### config.mk
export PLATFORM = sky130hd
export DESIGN_NAME = disp_window_driver
export DESIGN_NICKNAME = d
export VERILOG_FILES = /design/src/rtl/disp_window_driver_pkg.sv /design/src/rtl/disp_timing_gen.sv /design/src/rtl/disp_window_driver.sv
export SDC_FILE = /design/constraint.sdc
export NUM_CORES = 1
export LEC_CHECK = 0
export BUFFER_PORTS_ARGS = -buffer_cell sky130_fd_sc_hd__clkbuf_2
export CORE_MARGIN = 1
export CORE_UTILIZATION = 33
export CTS_CLUSTER_DIAMETER = 40
export CTS_CLUSTER_SIZE = 30
export DETAILED_ROUTE_END_ITERATION = 8
export PLACE_DENSITY = 0.58
export SETUP_SLACK_MARGIN = 0.2
export SLEW_MARGIN = 25
export SYNTH_ARGS = -nofsm -noshare
export SYNTH_HDL_FRONTEND = slang
export SYNTH_SLANG_ARGS = --single-unit
### constraint.sdc
create_clock -name pixel_clock -period 4.9 [get_ports pixel_clock]
set_input_delay 1.225 -clock pixel_clock [delete_from_list [all_inputs] [get_ports pixel_clock]]
set_output_delay 1.225 -clock pixel_clock [all_outputs]
set_load 0.005 [all_outputs]
### src/rtl/disp_window_driver_pkg.sv
// Shared colours, colour-bar table and 1080p60 raster timing for the display window driver.
package disp_window_driver_pkg;

  localparam int unsigned CNT_W = 14;
  localparam int unsigned PIX_W = 24;

  localparam logic [PIX_W-1:0] BG_COLOR_DEF = 24'h000000;
  localparam logic [PIX_W-1:0] UF_COLOR_DEF = 24'hFF00FF;

  localparam int unsigned H_TOTAL_1080P = 2200;
  localparam int unsigned H_SYNC_1080P  = 44;
  localparam int unsigned H_BP_1080P    = 148;
  localparam int unsigned H_VIS_1080P   = 1920;
  localparam int unsigned V_TOTAL_1080P = 1125;
  localparam int unsigned V_SYNC_1080P  = 5;
  localparam int unsigned V_BP_1080P    = 36;
  localparam int unsigned V_VIS_1080P   = 1080;

  // Index 0 is the left-most bar: white, yellow, cyan, green, magenta, red, blue, black.
  localparam logic [7:0][PIX_W-1:0] BAR_TABLE = {
    24'h000000, 24'h0000FF, 24'hFF0000, 24'hFF00FF,
    24'h00FF00, 24'h00FFFF, 24'hFFFF00, 24'hFFFFFF
  };

  function automatic logic [PIX_W-1:0] bar_color(input logic [2:0] idx);
    return BAR_TABLE[idx];
  endfunction

endpackage

### src/rtl/disp_timing_gen.sv
// Raster h/v counters with ext_sync restart; combinational sync, den and pixel coordinates.
module disp_timing_gen
  import disp_window_driver_pkg::*;
#(
  parameter int unsigned H_TOTAL = H_TOTAL_1080P,
  parameter int unsigned H_SYNC  = H_SYNC_1080P,
  parameter int unsigned H_BP    = H_BP_1080P,
  parameter int unsigned H_VIS   = H_VIS_1080P,
  parameter bit          H_POL   = 1'b1,
  parameter int unsigned V_TOTAL = V_TOTAL_1080P,
  parameter int unsigned V_SYNC  = V_SYNC_1080P,
  parameter int unsigned V_BP    = V_BP_1080P,
  parameter int unsigned V_VIS   = V_VIS_1080P,
  parameter bit          V_POL   = 1'b1
) (
  input  logic             clk,
  input  logic             reset,
  input  logic             ext_sync,
  output logic             hsync_c,
  output logic             vsync_c,
  output logic             den_c,
  output logic             frame_start_c,
  output logic [CNT_W-1:0] px_c,
  output logic [CNT_W-1:0] py_c
);

  localparam logic [CNT_W-1:0] H_LAST   = CNT_W'(H_TOTAL - 1);
  localparam logic [CNT_W-1:0] H_SYNC_L = CNT_W'(H_SYNC);
  localparam logic [CNT_W-1:0] H_ACT    = CNT_W'(H_SYNC + H_BP);
  localparam logic [CNT_W-1:0] H_END    = CNT_W'(H_SYNC + H_BP + H_VIS);
  localparam logic [CNT_W-1:0] V_LAST   = CNT_W'(V_TOTAL - 1);
  localparam logic [CNT_W-1:0] V_SYNC_L = CNT_W'(V_SYNC);
  localparam logic [CNT_W-1:0] V_ACT    = CNT_W'(V_SYNC + V_BP);
  localparam logic [CNT_W-1:0] V_END    = CNT_W'(V_SYNC + V_BP + V_VIS);

  logic [CNT_W-1:0] h_cnt_q, h_cnt_d;
  logic [CNT_W-1:0] v_cnt_q, v_cnt_d;

  assign frame_start_c = (h_cnt_q == '0) && (v_cnt_q == '0);

  // A restart pulse while already at the frame origin is ignored so the frame runs on undisturbed.
  always_comb begin
    h_cnt_d = h_cnt_q + CNT_W'(1);
    v_cnt_d = v_cnt_q;
    if (ext_sync && !frame_start_c) begin
      h_cnt_d = '0;
      v_cnt_d = '0;
    end else if (h_cnt_q == H_LAST) begin
      h_cnt_d = '0;
      v_cnt_d = (v_cnt_q == V_LAST) ? '0 : v_cnt_q + CNT_W'(1);
    end
  end

  always_ff @(posedge clk) begin
    if (reset) begin
      h_cnt_q <= '0;
      v_cnt_q <= '0;
    end else begin
      h_cnt_q <= h_cnt_d;
      v_cnt_q <= v_cnt_d;
    end
  end

  assign hsync_c = (h_cnt_q < H_SYNC_L) ? H_POL : ~H_POL;
  assign vsync_c = (v_cnt_q < V_SYNC_L) ? V_POL : ~V_POL;
  assign den_c   = (h_cnt_q >= H_ACT) && (h_cnt_q < H_END) &&
                   (v_cnt_q >= V_ACT) && (v_cnt_q < V_END);
  assign px_c    = h_cnt_q - H_ACT;
  assign py_c    = v_cnt_q - V_ACT;

endmodule

### src/rtl/disp_window_driver.sv
// Places a SRC_H x SRC_V image read from a show-ahead FIFO at a per-frame origin in the raster.
// Colour-bar test pattern on test_mode is built only when DISP_TEST_PATTERN_EN is defined.
module disp_window_driver
  import disp_window_driver_pkg::*;
#(
  parameter int unsigned SRC_H    = 1024,
  parameter int unsigned SRC_V    = 1024,
  parameter int unsigned FIFO_W   = 32,
  parameter int unsigned H_TOTAL  = H_TOTAL_1080P,
  parameter int unsigned H_SYNC   = H_SYNC_1080P,
  parameter int unsigned H_BP     = H_BP_1080P,
  parameter int unsigned H_VIS    = H_VIS_1080P,
  parameter bit          H_POL    = 1'b1,
  parameter int unsigned V_TOTAL  = V_TOTAL_1080P,
  parameter int unsigned V_SYNC   = V_SYNC_1080P,
  parameter int unsigned V_BP     = V_BP_1080P,
  parameter int unsigned V_VIS    = V_VIS_1080P,
  parameter bit          V_POL    = 1'b1,
  parameter logic [23:0] BG_COLOR = BG_COLOR_DEF,
  parameter logic [23:0] UF_COLOR = UF_COLOR_DEF
) (
  input  logic              pixel_clock,
  input  logic              reset,
  input  logic              ext_sync,
  input  logic [13:0]       win_x0,
  input  logic [13:0]       win_y0,
  input  logic              uf_clr,
  input  logic              test_mode,
  output logic              rd_load,
  output logic              rd_clk,
  output logic              rdfifo_rden,
  input  logic [FIFO_W-1:0] rdfifo_dout,
  input  logic              rdfifo_empty,
  output logic              video_hsync,
  output logic              video_vsync,
  output logic              video_den,
  output logic [23:0]       video_pixel,
  output logic              underflow,
  output logic [15:0]       uf_count
);

  localparam int unsigned SUM_W = CNT_W + 1;
  localparam logic [SUM_W-1:0] SRC_H_L = SUM_W'(SRC_H);
  localparam logic [SUM_W-1:0] SRC_V_L = SUM_W'(SRC_V);

  logic             hsync_c, vsync_c, den_c, frame_start_c;
  logic [CNT_W-1:0] px_c, py_c;
  logic [SUM_W-1:0] x_end_c, y_end_c;
  logic             in_win_c, fifo_win_c, uf_evt_c;

  logic [CNT_W-1:0] x0_q, x0_d, y0_q, y0_d;
  logic             hsync_q, hsync_d, vsync_q, vsync_d, den_q, den_d;
  logic [PIX_W-1:0] pixel_q, pixel_d;
  logic             rd_load_q, rd_load_d;
  logic             underflow_q, underflow_d;
  logic [15:0]      uf_count_q, uf_count_d;
  logic             unused_dout_c;

  disp_timing_gen #(
    .H_TOTAL(H_TOTAL), .H_SYNC(H_SYNC), .H_BP(H_BP), .H_VIS(H_VIS), .H_POL(H_POL),
    .V_TOTAL(V_TOTAL), .V_SYNC(V_SYNC), .V_BP(V_BP), .V_VIS(V_VIS), .V_POL(V_POL)
  ) u_timing (
    .clk          (pixel_clock),
    .reset        (reset),
    .ext_sync     (ext_sync),
    .hsync_c      (hsync_c),
    .vsync_c      (vsync_c),
    .den_c        (den_c),
    .frame_start_c(frame_start_c),
    .px_c         (px_c),
    .py_c         (py_c)
  );

  // Window bounds use one extra bit so an origin near the top of the range cannot wrap.
  assign x_end_c  = SUM_W'(x0_q) + SRC_H_L;
  assign y_end_c  = SUM_W'(y0_q) + SRC_V_L;
  assign in_win_c = den_c &&
                    (px_c >= x0_q) && (SUM_W'(px_c) < x_end_c) &&
                    (py_c >= y0_q) && (SUM_W'(py_c) < y_end_c);

`ifdef DISP_TEST_PATTERN_EN
  localparam int unsigned BAR_W = (SRC_H >= 8) ? SRC_H / 8 : 1;
  logic [CNT_W-1:0] bar_quot_c;
  logic [2:0]       bar_idx_c;
  assign bar_quot_c = (px_c - x0_q) / CNT_W'(BAR_W);
  assign bar_idx_c  = (bar_quot_c > CNT_W'(7)) ? 3'd7 : bar_quot_c[2:0];
  assign fifo_win_c = in_win_c & ~test_mode;
`else
  logic unused_test_mode_c;
  assign unused_test_mode_c = test_mode;
  assign fifo_win_c         = in_win_c;
`endif

  assign uf_evt_c      = fifo_win_c & rdfifo_empty;
  assign rdfifo_rden   = fifo_win_c & ~rdfifo_empty & ~reset;
  assign unused_dout_c = ^rdfifo_dout;

  always_comb begin
    x0_d        = x0_q;
    y0_d        = y0_q;
    hsync_d     = hsync_c;
    vsync_d     = vsync_c;
    den_d       = den_c;
    rd_load_d   = frame_start_c;
    underflow_d = underflow_q;
    uf_count_d  = uf_count_q;
    pixel_d     = BG_COLOR;

    if (frame_start_c) begin
      x0_d = win_x0;
      y0_d = win_y0;
    end

    if (fifo_win_c) pixel_d = rdfifo_empty ? UF_COLOR : rdfifo_dout[FIFO_W-1 -: PIX_W];
`ifdef DISP_TEST_PATTERN_EN
    else if (in_win_c) pixel_d = bar_color(bar_idx_c);
`endif

    // Underflow set beats uf_clr; frame-start clear of the count beats a same-cycle increment.
    if (uf_clr)   underflow_d = 1'b0;
    if (uf_evt_c) underflow_d = 1'b1;
    if (uf_evt_c && (uf_count_q != 16'hFFFF)) uf_count_d = uf_count_q + 16'd1;
    if (frame_start_c) uf_count_d = '0;
  end

  always_ff @(posedge pixel_clock) begin
    if (reset) begin
      x0_q        <= '0;
      y0_q        <= '0;
      hsync_q     <= ~H_POL;
      vsync_q     <= ~V_POL;
      den_q       <= 1'b0;
      pixel_q     <= '0;
      rd_load_q   <= 1'b0;
      underflow_q <= 1'b0;
      uf_count_q  <= '0;
    end else begin
      x0_q        <= x0_d;
      y0_q        <= y0_d;
      hsync_q     <= hsync_d;
      vsync_q     <= vsync_d;
      den_q       <= den_d;
      pixel_q     <= pixel_d;
      rd_load_q   <= rd_load_d;
      underflow_q <= underflow_d;
      uf_count_q  <= uf_count_d;
    end
  end

  assign rd_clk      = pixel_clock;
  assign rd_load     = rd_load_q;
  assign video_hsync = hsync_q;
  assign video_vsync = vsync_q;
  assign video_den   = den_q;
  assign video_pixel = pixel_q;
  assign underflow   = underflow_q;
  assign uf_count    = uf_count_q;

endmodule
# Yosys cells after proc, flatten, opt, wreduce, memory -nomap -nowiden
# Index checks and enable logic that the tools add are counted.
# op_classes
mux	6
n_eq_ne	3
n_reduce_logical	19
order_cmp	10
bitwise	6
n_addsub	7
# op_table
cell	count
$add A14 B11 Y15 const B	2
$lt A14 B15 Y1	2
$add A14 B1 Y14 const B	2
$ge A14 B14 Y1	2
$logic_not A14 Y1	2
$mux W24	1
$add A16 B1 Y16 const B	1
$ne A16 B16 Y1 const B	1
$eq A14 B11 Y1 const B	1
$eq A14 B12 Y1 const B	1
$ge A14 B6 Y1 const B	1
$ge A14 B8 Y1 const B	1
$lt A14 B11 Y1 const B	1
$lt A14 B12 Y1 const B	1
$lt A14 B3 Y1 const B	1
$lt A14 B6 Y1 const B	1
$mux W14	1
$sub A14 B6 Y14 const B	1
$sub A14 B8 Y14 const B	1
$logic_and A1 B1 Y1	10
$reduce_or A2 Y1	3
$reduce_or A3 Y1	2
$mux W1	4
$and A1 B1 Y1	3
3 further kinds	5
# word_totals
wordCells	63
ff_bits	101

# Longest topological paths before layout
# depth
depth_word	10
mapped_depth	18
ltp_nobuf	17

# Cells and area by module
# A second synthesis with hierarchy kept.
# unflattened
cells_unflattened	691
hier_area_um2	5816.8
# by_module_without_submodules
module	cells_per_inst	instances	seq_area_each_um2	area_per_inst_um2
disp_window_driver	429	1	1461.4	3771.1
disp_timing_gen	262	1	560.5	2045.7

==> impl_results.md <==
* Compound-cell area share of the yosys netlist at 0.138
* Post-Syn Instances at 667
* Max VDD drop at 0.000165 V
* Initial DRC count at 263
* Non-Filler Instances at approximately 1k
* Gpl congestion at just under 0.8
* TritonRoute pass-1 iters at 4
* #FFs+latches synth at ~100
* Asr flop ratio synth at 0
* Top_reg_cell synth: dfxtp_1
* Initial Util at 0.343
* Port Buffers at approximately 100
* Ys Warns at 0
* Comb pwr share at 0.167
* Core Rows at between 40 and 50
* Crit Path Class: reg2reg
* Post-Synth XOR/XNOR Area at 0.0732
* Required time worst endpoint at between 5000 and 6000 ps
* Fraction of layout cells with a size suffix above 1 at 0.250
* Main combinational cell family by area after synthesis: simple AND/OR/NAND/NOR gates
* Dpl ws at 126 ps
* EDFF count, synth at 0
* Mux cell area share after synthesis at 0.00182
* CP arrival at 5290 ps
* Post-Synth Simple-Gate Area at 0.236
* Synth cell types at 58
* RSZ-0062 raised after global routing: true
* WHS at 452 ps
* Cell area after synthesis at roughly 0.0055 mm^2
* CP Max Fanout at 4
* Design Area, Final at 0.00683 mm^2
* Slew Viols, Final at 0
* Failing checks: negative setup slack
* Wire per inst at roughly 14 um
* Status: finished, violations left
* Via count at approximately 4.7k
* Die area at around 0.017 mm^2
* Clock slew at reported path FFs at 70 ps
* Initial antenna violation count at 0
* Total GRT Usage at 0.158
* Final min period at roughly 5000 ps
* H-tree levels at 3
* Int Power at about 1.4 mW
* Met2 WL at 6050 um
* Worst-Margin Slew at around 910 ps
* Post-Route Setup TNS at -296 ps
* Type of the tightest min-delay check: reg2reg
* Clock Root Buffer: clkbuf_16
* Area share of fa/ha/maj cells after synthesis at 0.107
* Met1 WL at approximately 6800 um
* ANT nets after route at 0
* P per Cell Area at around 280 mW/mm^2
* Final worst path period share at 1.02
* Final Skew at about 6.6 ps
* Clk_lat worst skew at 360 ps
* CTS tree: built
* Total power at around 1.9 mW
* Wire length on met3 at between 500 and 600 um
* Largest net degree at the start of global routing at 37
* Die Y at roughly 130 um
* First-pass GRT wire length at 21,800 um
* Area after DPL at around 0.0062 mm^2
* Endpoints failing setup at 7
* Synth-to-layout area growth at 24.1%
* Max_slew headroom at 0.393
* Top Layer Used: met4
* Inserted Diodes at 0
* Bufs on Longest Clock Path at 2
* Vias per inst at around 4.7
* Dpl cells at ~960
* Die W at approximately 130 um
* Achievable Freq at between 150 and 200 MHz
* Worst setup margin at -110 ps
* Fin. Hold Viols at 0
* Final WL at 13,500 um
* Sw power at between 0.5 and 0.6 mW
* Final core occ at 0.425
* TritonCTS Buffers at 9
* Vias in the first global route at roughly 4.4k
* Max-Cap Viols at 0
* Mean Syn Cell Area at ~8.2 um^2
* Worst setup SP type: flip-flop
* Clock group share of total power at 0.373
* Register area share after synthesis at 0.368
* # IOs at approximately 110
* Core ar. at between 0.015 and 0.02 mm^2
* GR Overflow Total at 0
* Pleak at between 2 and 3 nW
* Drt drc at 0
* Layout Nets at around 890
* Syn Nets at 780
* Sw frac at 0.294
* Sequential Power Share at 0.460
* Post-DP HPWL at 9610 um
* Crit end category: flip-flop
cell usage after synthesis, drive strengths merged, types with 5 or more instances:
cell | instances | area (um^2)
a211oi | 6 | 50.1
xor2 | 26 | 228
nand4 | 17 | 113
xnor2 | 20 | 175
inv | 50 | 188
o21ai | 16 | 80.1
or4 | 6 | 46.3
dfxtp | 101 | 2020
nand2 | 82 | 308
nand2b | 7 | 43.8
nor2 | 61 | 229
or3 | 16 | 106
nand3 | 27 | 135
and3 | 9 | 58.8
clkbuf | 30 | 153
a21oi | 57 | 285
a21o | 5 | 37.5
o21a | 17 | 128
nor4 | 6 | 43.8
buf | 9 | 80.1
ha | 47 | 588
nor3 | 12 | 60.1
area by class of cell:
type	count	area, um^2
timing repair buffer	139	841
clock inverter	5	41.3
multi-input combinational	477	3200
fill	1643	9230
clock buffer	12	260
tap	216	270
inverter	50	188
sequential	101	2020
worst paths after layout:
path	depth (start not counted)	start	end	slack, ps
max reg2reg	27	u_timing.v_cnt_q[0]$_SDFFE_PP0P_	uf_count[14]$_SDFFE_PP0P_	-110
min	2	x0_q[1]$_SDFFE_PP0P_	x0_q[1]$_SDFFE_PP0P_	450
min reg2reg	2	x0_q[1]$_SDFFE_PP0P_	x0_q[1]$_SDFFE_PP0P_	450
max	27	u_timing.v_cnt_q[0]$_SDFFE_PP0P_	uf_count[14]$_SDFFE_PP0P_	-110
kinds of logic after synthesis:
logic type,after synthesis
AOI/OAI and AO/OA,121
adders and majority gates,47
buffers and inverters,89
DFF,101
xor gates and xnor gates,46
and+or+nand+nor,262
muxes,1
what timing repair did:
item                                    CTS  global route
setup buffers                            15            12
endpoints found under the setup margin    1             9
resized for setup                        13            26
cloned                                    0             0
hold buffers                              0             0
pin swaps                                17            16
cell usage in the layout (no fill, tap or decap), types with 7 or more instances in the layout:
cell type	Yosys	routed
dfxtp_1	101	99
a21oi_1	57	49
ha_1	47	45
clkbuf_16	0	10
buf_4	4	23
clkbuf_2	0	104
or3_1	14	10
nor3_1	12	10
a21oi_2	0	8
xor2_1	26	26
nand2b_1	7	7
o21ai_0	16	15
buf_6	4	14
inv_1	50	48
nand4_1	16	16
nor2_1	61	60
nand2_1	82	81
and3_1	7	7
nand3_1	27	26
o21a_1	17	17
xnor2_1	20	19
per-layer routing:
metal  GRT usage  up-vias
li1            -     2489
met1       0.211     2141
met2       0.251      106
met3      0.0343       13
met4      0.0484        0
met5           0        -
registers in the layout (all words and copies together) (netlist names):
| register | flops |
|---|---|
| rd_load | 1 |
| u_timing.h_cnt_q | 14 |
| u_timing.v_cnt_q | 14 |
| uf_count | 16 |
| underflow | 1 |
| video_den | 1 |
| video_hsync | 1 |
| video_pixel | 24 |
| video_vsync | 1 |
| x0_q | 14 |
| y0_q | 14 |
power groups by stage:
stage	Sequential [mW]	Combinational, mW	Clock (mW)
2_1_floorplan	0.902	0.222	0.0132
3_3_place_gp	0.912	0.316	0.00891
3_5_place_dp	0.913	0.317	0.00891
4_1_cts	0.893	0.320	0.754
5_1_grt	0.899	0.375	0.780
6_report	0.894	0.326	0.725
worst max-delay path, cell delays in order (launching register included):
cell,delay (ps)
dfxtp_2,330
inv_2,70
ha_4,130
or2b_4,260
a21oi_2,120
nor2b_2,60
or2_4,230
or4_4,450
xnor2_4,200
ha_4,230
nand3_2,70
a21boi_1,60
a311o_2,310
a211oi_2,220
buf_4,140
buf_6,80
buf_6,80
buf_6,80
buf_6,80
buf_6,80
buf_6,80
buf_6,80
buf_6,80
buf_6,70
nand3b_1,80
or4b_4,570
or4_4,540
a21oi_2,130
No activity file was read; power rests on OpenSTA's default activity.
